**src/rtl/dsp_operand_pipe_if.sv**
```systemverilog
// Operand pipeline signal bundle.
// Groups the per-slice operand inputs (direct/cascade operand, source select,
// valid, per-stage enables, clear, multiplier tap select) and the three operand
// outputs with their valids.
//   master : drives operands/controls, receives ACOUT/XMUX/AMULT/XVALID/MVALID
//   slave  : the operand pipeline itself
interface dsp_operand_pipe_if #(
    parameter int unsigned WIDTH = 30
);
    logic [WIDTH-1:0] A;
    logic [WIDTH-1:0] ACIN;
    logic             IN_SEL;
    logic             VALID_IN;
    logic [3:0]       CE;
    logic             CLR;
    logic [2:0]       MSEL;
    logic [WIDTH-1:0] ACOUT;
    logic [WIDTH-1:0] XMUX;
    logic [WIDTH-1:0] AMULT;
    logic             XVALID;
    logic             MVALID;

    modport master (
        output A, ACIN, IN_SEL, VALID_IN, CE, CLR, MSEL,
        input  ACOUT, XMUX, AMULT, XVALID, MVALID
    );

    modport slave (
        input  A, ACIN, IN_SEL, VALID_IN, CE, CLR, MSEL,
        output ACOUT, XMUX, AMULT, XVALID, MVALID
    );
endinterface

```
**src/rtl/dsp_operand_pipe.sv**
```systemverilog
// Generalised operand input-register pipeline for a DSP slice port (A, B or D).
// Stage 0 is the combinational source select (direct A or cascade ACIN);
// stages 1..DEPTH are registers, each with its own clock enable and valid bit.
// Ports:
//   clk   rising-edge clock
//   RSTN  asynchronous active-low reset of all stages and valid bits
//   ifc   dsp_operand_pipe_if.slave:
//           A/ACIN operands, IN_SEL source select, VALID_IN qualifier,
//           CE per-stage enables (CE[k-1] gates stage k), CLR sync clear,
//           MSEL multiplier tap select (clamped to DEPTH);
//           ACOUT = tap(CASC_TAP), XMUX/XVALID = tap(DEPTH),
//           AMULT/MVALID = tap(min(MSEL,DEPTH))
module dsp_operand_pipe #(
    parameter int unsigned WIDTH    = 30,
    parameter int unsigned DEPTH    = 2,
    parameter int unsigned CASC_TAP = 2,
    parameter bit          CASC_EN  = 1'b1
) (
    input  logic               clk,
    input  logic               RSTN,
    dsp_operand_pipe_if.slave  ifc
);

    if (CASC_TAP > DEPTH) begin : g_bad_casc_tap
        $error("dsp_operand_pipe: CASC_TAP (%0d) exceeds DEPTH (%0d)", CASC_TAP, DEPTH);
    end

    // taps[0] is the combinational input; taps[k] is register stage k.
    logic [DEPTH:0][WIDTH-1:0] taps;
    logic [DEPTH:0]            vtaps;

    assign taps[0]  = (ifc.IN_SEL && CASC_EN) ? ifc.ACIN : ifc.A;
    assign vtaps[0] = ifc.VALID_IN;

    for (genvar k = 1; k <= DEPTH; k++) begin : g_stage
        logic [WIDTH-1:0] r;
        logic             v;

        always_ff @(posedge clk or negedge RSTN) begin
            if (!RSTN) begin
                r <= '0;
                v <= 1'b0;
            end else if (ifc.CLR) begin
                r <= '0;
                v <= 1'b0;
            end else if (ifc.CE[k-1]) begin
                r <= taps[k-1];
                v <= vtaps[k-1];
            end
        end

        assign taps[k]  = r;
        assign vtaps[k] = v;
    end

    // Multiplier tap: a priority chain where stage k wins once MSEL >= k.
    // The last link is taken for any MSEL >= DEPTH, which gives the clamp.
    int unsigned               msel_w;
    logic [DEPTH:0][WIDTH-1:0] mchain;
    logic [DEPTH:0]            mvchain;

    assign msel_w     = {29'd0, ifc.MSEL};
    assign mchain[0]  = taps[0];
    assign mvchain[0] = vtaps[0];

    for (genvar k = 1; k <= DEPTH; k++) begin : g_mtap
        assign mchain[k]  = (msel_w >= k) ? taps[k]  : mchain[k-1];
        assign mvchain[k] = (msel_w >= k) ? vtaps[k] : mvchain[k-1];
    end

    assign ifc.ACOUT  = taps[CASC_TAP];
    assign ifc.XMUX   = taps[DEPTH];
    assign ifc.XVALID = vtaps[DEPTH];
    assign ifc.AMULT  = mchain[DEPTH];
    assign ifc.MVALID = mvchain[DEPTH];

    // CE bits above DEPTH, and clk/RSTN/CLR when DEPTH=0, have no function.
    logic unused_inputs;
    assign unused_inputs = ^{clk, RSTN, ifc.CLR, ifc.CE};

endmodule
```
**src/flat_wrapper.sv**
```systemverilog
// flat-port wrapper written by rule: the top's interface ports become plain ports
module dsp_operand_pipe_flat 
#(
    parameter int unsigned WIDTH    = 30,
    parameter int unsigned DEPTH    = 2,
    parameter int unsigned CASC_TAP = 2,
    parameter bit          CASC_EN  = 1'b1
)
  (clk, RSTN, ifc_A, ifc_ACIN, ifc_IN_SEL, ifc_VALID_IN, ifc_CE, ifc_CLR, ifc_MSEL, ifc_ACOUT, ifc_XMUX, ifc_AMULT, ifc_XVALID, ifc_MVALID);
  dsp_operand_pipe_if #(.WIDTH(WIDTH)) ifc_i ();
  input  logic clk;
  input  logic RSTN;
  input wire logic [$bits(ifc_i.A)-1:0] ifc_A;
  input wire logic [$bits(ifc_i.ACIN)-1:0] ifc_ACIN;
  input wire logic [$bits(ifc_i.IN_SEL)-1:0] ifc_IN_SEL;
  input wire logic [$bits(ifc_i.VALID_IN)-1:0] ifc_VALID_IN;
  input wire logic [$bits(ifc_i.CE)-1:0] ifc_CE;
  input wire logic [$bits(ifc_i.CLR)-1:0] ifc_CLR;
  input wire logic [$bits(ifc_i.MSEL)-1:0] ifc_MSEL;
  output wire logic [$bits(ifc_i.ACOUT)-1:0] ifc_ACOUT;
  output wire logic [$bits(ifc_i.XMUX)-1:0] ifc_XMUX;
  output wire logic [$bits(ifc_i.AMULT)-1:0] ifc_AMULT;
  output wire logic [$bits(ifc_i.XVALID)-1:0] ifc_XVALID;
  output wire logic [$bits(ifc_i.MVALID)-1:0] ifc_MVALID;
  assign ifc_i.A = ifc_A;
  assign ifc_i.ACIN = ifc_ACIN;
  assign ifc_i.IN_SEL = ifc_IN_SEL;
  assign ifc_i.VALID_IN = ifc_VALID_IN;
  assign ifc_i.CE = ifc_CE;
  assign ifc_i.CLR = ifc_CLR;
  assign ifc_i.MSEL = ifc_MSEL;
  assign ifc_ACOUT = ifc_i.ACOUT;
  assign ifc_XMUX = ifc_i.XMUX;
  assign ifc_AMULT = ifc_i.AMULT;
  assign ifc_XVALID = ifc_i.XVALID;
  assign ifc_MVALID = ifc_i.MVALID;
  dsp_operand_pipe #(.WIDTH(WIDTH), .DEPTH(DEPTH), .CASC_TAP(CASC_TAP), .CASC_EN(CASC_EN)) u_core (.clk(clk), .RSTN(RSTN), .ifc(ifc_i));
endmodule
```
**config.mk**
```make
export PLATFORM = sky130hd
export DESIGN_NAME = dsp_operand_pipe_flat
export DESIGN_NICKNAME = d
export VERILOG_FILES = /design/src/rtl/dsp_operand_pipe_if.sv /design/src/rtl/dsp_operand_pipe.sv /design/src/flat_wrapper.sv
export SDC_FILE = /design/constraint.sdc
export NUM_CORES = 1
export LEC_CHECK = 0
export ABC_AREA = 1
export CAP_MARGIN = 10
export CORE_ASPECT_RATIO = 1.1
export CORE_MARGIN = 2
export CORE_UTILIZATION = 25
export DETAILED_ROUTE_END_ITERATION = 8
export GPL_TIMING_DRIVEN = 0
export PLACE_DENSITY_LB_ADDON = 0.05
export SLEW_MARGIN = 0
export SYNTH_ARGS = -nofsm -noshare
export SYNTH_HDL_FRONTEND = slang
export SYNTH_SLANG_ARGS = --single-unit
```
**constraint.sdc**
```tcl
create_clock -name clk -period 1 [get_ports clk]
set_input_delay 0.2 -clock clk [delete_from_list [all_inputs] [get_ports clk]]
set_output_delay 0.2 -clock clk [all_outputs]
set_load 0.05 [all_outputs]
```
==> flow_summary.json <==
{
  "multi_input_area_um2": 2436,
  "fin_nets": 907,
  "rr_startpoint": "u_core.g_stage[1].r[9]",
  "maxCapViolCount": 0,
  "dp.cells": 926,
  "violations": "negative hold slack, negative setup slack",
  "h-tree-depth": 3,
  "drc_errors": 0,
  "dieArea_um2": 17210,
  "ys_seq_area_share_pct": 38.35,
  "grt_overflow": 0,
  "rsz0062_at_grt": "yes",
  "synth_cell_types": 18,
  "cts_sinks": 62,
  "grt_usage_pct": 19.87,
  "endpoint": "ifc_AMULT[1]",
  "place_congestion": 0.7650,
  "use_met3_pct": 3.029,
  "cts_hold_buf": 0,
  "antenna_found_initial": 0,
  "synth_warnings": 0,
  "die_y_um": 137.4,
  "leakagePower_nw": 4.125,
  "dp_hpwl_um": 10680,
  "worstSkewPairLatency_ps": 330,
  "met2_usage_pct": 36.65,
  "period_share_pct": 135.0,
  "setup_ws_ps": -350.3,
  "outcome": "finished, violations left",
  "register_area_um2": 1590,
  "io_pins": 164,
  "relSlewSlack_pct": 44.89,
  "grt_use_met1_pct": 23.67,
  "core_area_um2": 15800,
  "die_w_um": 125.3,
  "drv_slew": 0,
  "clkTransAtPathRegs_ps": 50,
  "worstMarginPinSlew_ps": 826.6,
  "holdCritPathClass": "input port to async pin",
  "fmax_mhz": 740.6,
  "syn-mean-instance-area_um2": 7.160,
  "rr_endpoint": "u_core.ifc.ACOUT[9]",
  "clockBufferDepth": 2,
  "period_needed_ps": 1350,
  "yosys.area.top_type": "dfrtp_1",
  "synth_most_common_cell": "nand2_1",
  "rows": 48,
  "numCtsBuffers": 9,
  "synth-seq-cells": 62,
  "drive_gt1_share_pct": 62.50,
  "ys.flop_type": "dfrtp_1",
  "power_density_nw_per_um2": 1072,
  "synth_nets": 637,
  "rr_worst_depth": 5,
  "finalSetupTns_ps": -21850,
  "top_usage_layer": "met2",
  "synth-edff-count": 0,
  "required_ps": 800,
  "cp-end-kind": "output port",
  "crit_start": "u_core.g_stage[1].r[1]",
  "finalHoldViolCount": 37,
  "fin_skew_ps": 2.490,
  "num_vias": 4646,
  "ff2ff_setup_slack_ps": 90,
  "synth.top_cells.by_count": "nand2_1, inv_1, dfrtp_1, nand3_1, buf_4",
  "whs_ps": -34.93,
  "syn_to_final_growth_pct": 117.8,
  "synthArstFlopShare_pct": 100.0,
  "instances_no_fill": 1040,
  "cp-start-kind": "flip-flop",
  "antenna_cells": 0,
  "grt_first_pass_wirelength_um": 26300,
  "wl_per_cell_um": 16.44,
  "finalSetupViolCount": 92,
  "syn_area_um2": 4045,
  "utilization_pct": 55.79,
  "critical_path_arrival_ps": 1150,
  "synth_top_area_share_pct": 38.35,
  "grt_pass1_vias": 4842,
  "grt_max_degree": 63,
  "worstSetupPathType": "flip-flop to output port",
  "cts_tree": "done",
  "start_util_pct": 25.61,
  "root_buffer": "clkbuf_16",
  "finalPower_mw": 9.445,
  "viasPerCell": 4.467,
  "fillers": 1433,
  "ir_drop_mv": 0.7443,
  "crit_fanout": 2,
  "dr.pass1.iters": 4,
  "drtAntennaViolNets": 0,
  "io_buffers": 161,
  "drtIter0Drc": 145,
  "synth_cells": 565,
  "netlist_top_cells_area": "dfrtp_1, nand2_1, inv_1, o22ai_2, buf_4",
  "wl_um": 17100
}
-- power breakdown --
part	internal [mW]	switching, mW	leakage [nW]
Clock	2.05	1.12	0.152
Combinational	1.62	1.88	3.18
Sequential	2.64	0.118	0.789
Total	6.32	3.13	4.13
-- cell type report --
| class | count | share of cell area, % |
|---|---|---|
| well taps | 200 | 2.840 |
| flip-flops and latches | 62 | 18.05 |
| clock inverters | 4 | 0.5111 |
| multi-input cells | 326 | 27.64 |
| inverters | 117 | 5.154 |
| repair buffers | 260 | 34.03 |
| plain buffers | 59 | 8.860 |
| clock buffers | 12 | 2.911 |
-- routing by layer --
metal	routed length, um	share of wire [%]
met1	7125	42
met5	0	0
met2	9007	53
met4	289	1.7
met3	677	4.0
-- critical path, stage by stage, from the launching register on --
cell and delay, ps:
dfrtp_1 340, nand2_1 50, nand2_1 60, inv_2 50, a21oi_4 140, buf_6 170
-- what timing repair did --
item | CTS | global route
setup endpoints to repair | 153 | 129
pin swaps | 113 | 22
setup buffers | 88 | 24
gates cloned | 9 | 2
endpoints found under the hold margin | 0 | 0
resized for setup | 996 | 53
-- worst min path at each step --
stage	from	end	slack [ps]	depth (start not counted)
6_report	RSTN	u_core.ifc.ACOUT[9]	-30	1
5_1_grt	RSTN	u_core.ifc.ACOUT[9]	40	1
4_1_cts	RSTN	u_core.ifc.ACOUT[9]	6	1
3_5_place_dp	RSTN	u_core.ifc.ACOUT[9]	360	1
3_3_place_gp	u_core.g_stage[1].r[9]	u_core.g_stage[1].r[9]	540	2
2_1_floorplan	RSTN	u_core.g_stage[1].r[0]	-100	0
-- cell families (layout without fill, tap and decap cells) --
| logic type | count (synthesis) | after routing | synth area share, % |
|---|---|---|---|
| AO/OA/AOI/OAI | 92 | 92 | 16.98 |
| buffers and inverters | 177 | 452 | 21.13 |
| flip-flops | 62 | 62 | 38.35 |
| AND/OR/NAND/NOR | 234 | 234 | 23.54 |
-- cells in the final DEF (no fill, tap or decap), types with 2 or more instances in the layout --
cell type	instances
o22ai_2	30
buf_16	5
buf_8	62
nor2_2	14
inv_1	79
clkdlybuf4s15_1	2
buf_12	20
nor2_4	4
clkdlybuf4s50_1	26
a21oi_2	13
nand2_2	49
nand3_4	4
dlygate4sd2_1	35
o21ai_1	7
inv_2	36
nand2_1	92
buf_6	91
clkinv_2	3
clkbuf_8	5
buf_4	66
o21ai_2	3
nand3_2	26
o21ai_0	22
buf_2	3
dfrtp_2	31
a21oi_4	16
dfrtp_1	31
bufbuf_16	2
clkbuf_16	12
nand2_4	24
nand3_1	19
-- flip-flops by register name, summed over array words and instances (netlist names) --
register	cells
u_core.g_stage.r	30
u_core.ifc.ACOUT	30
u_core.g_stage.v	1
u_core.ifc.XVALID	1
-- metrics by stage --
stage	setup WS, ps	area, um^2
floorplan	-131.7	4494
global placement	-2762	6356
detailed placement	-1487	6354
CTS	-358.2	8506
global route	-425.4	8812
finish	-350.3	8812
No activity file was read; power rests on OpenSTA's default activity.
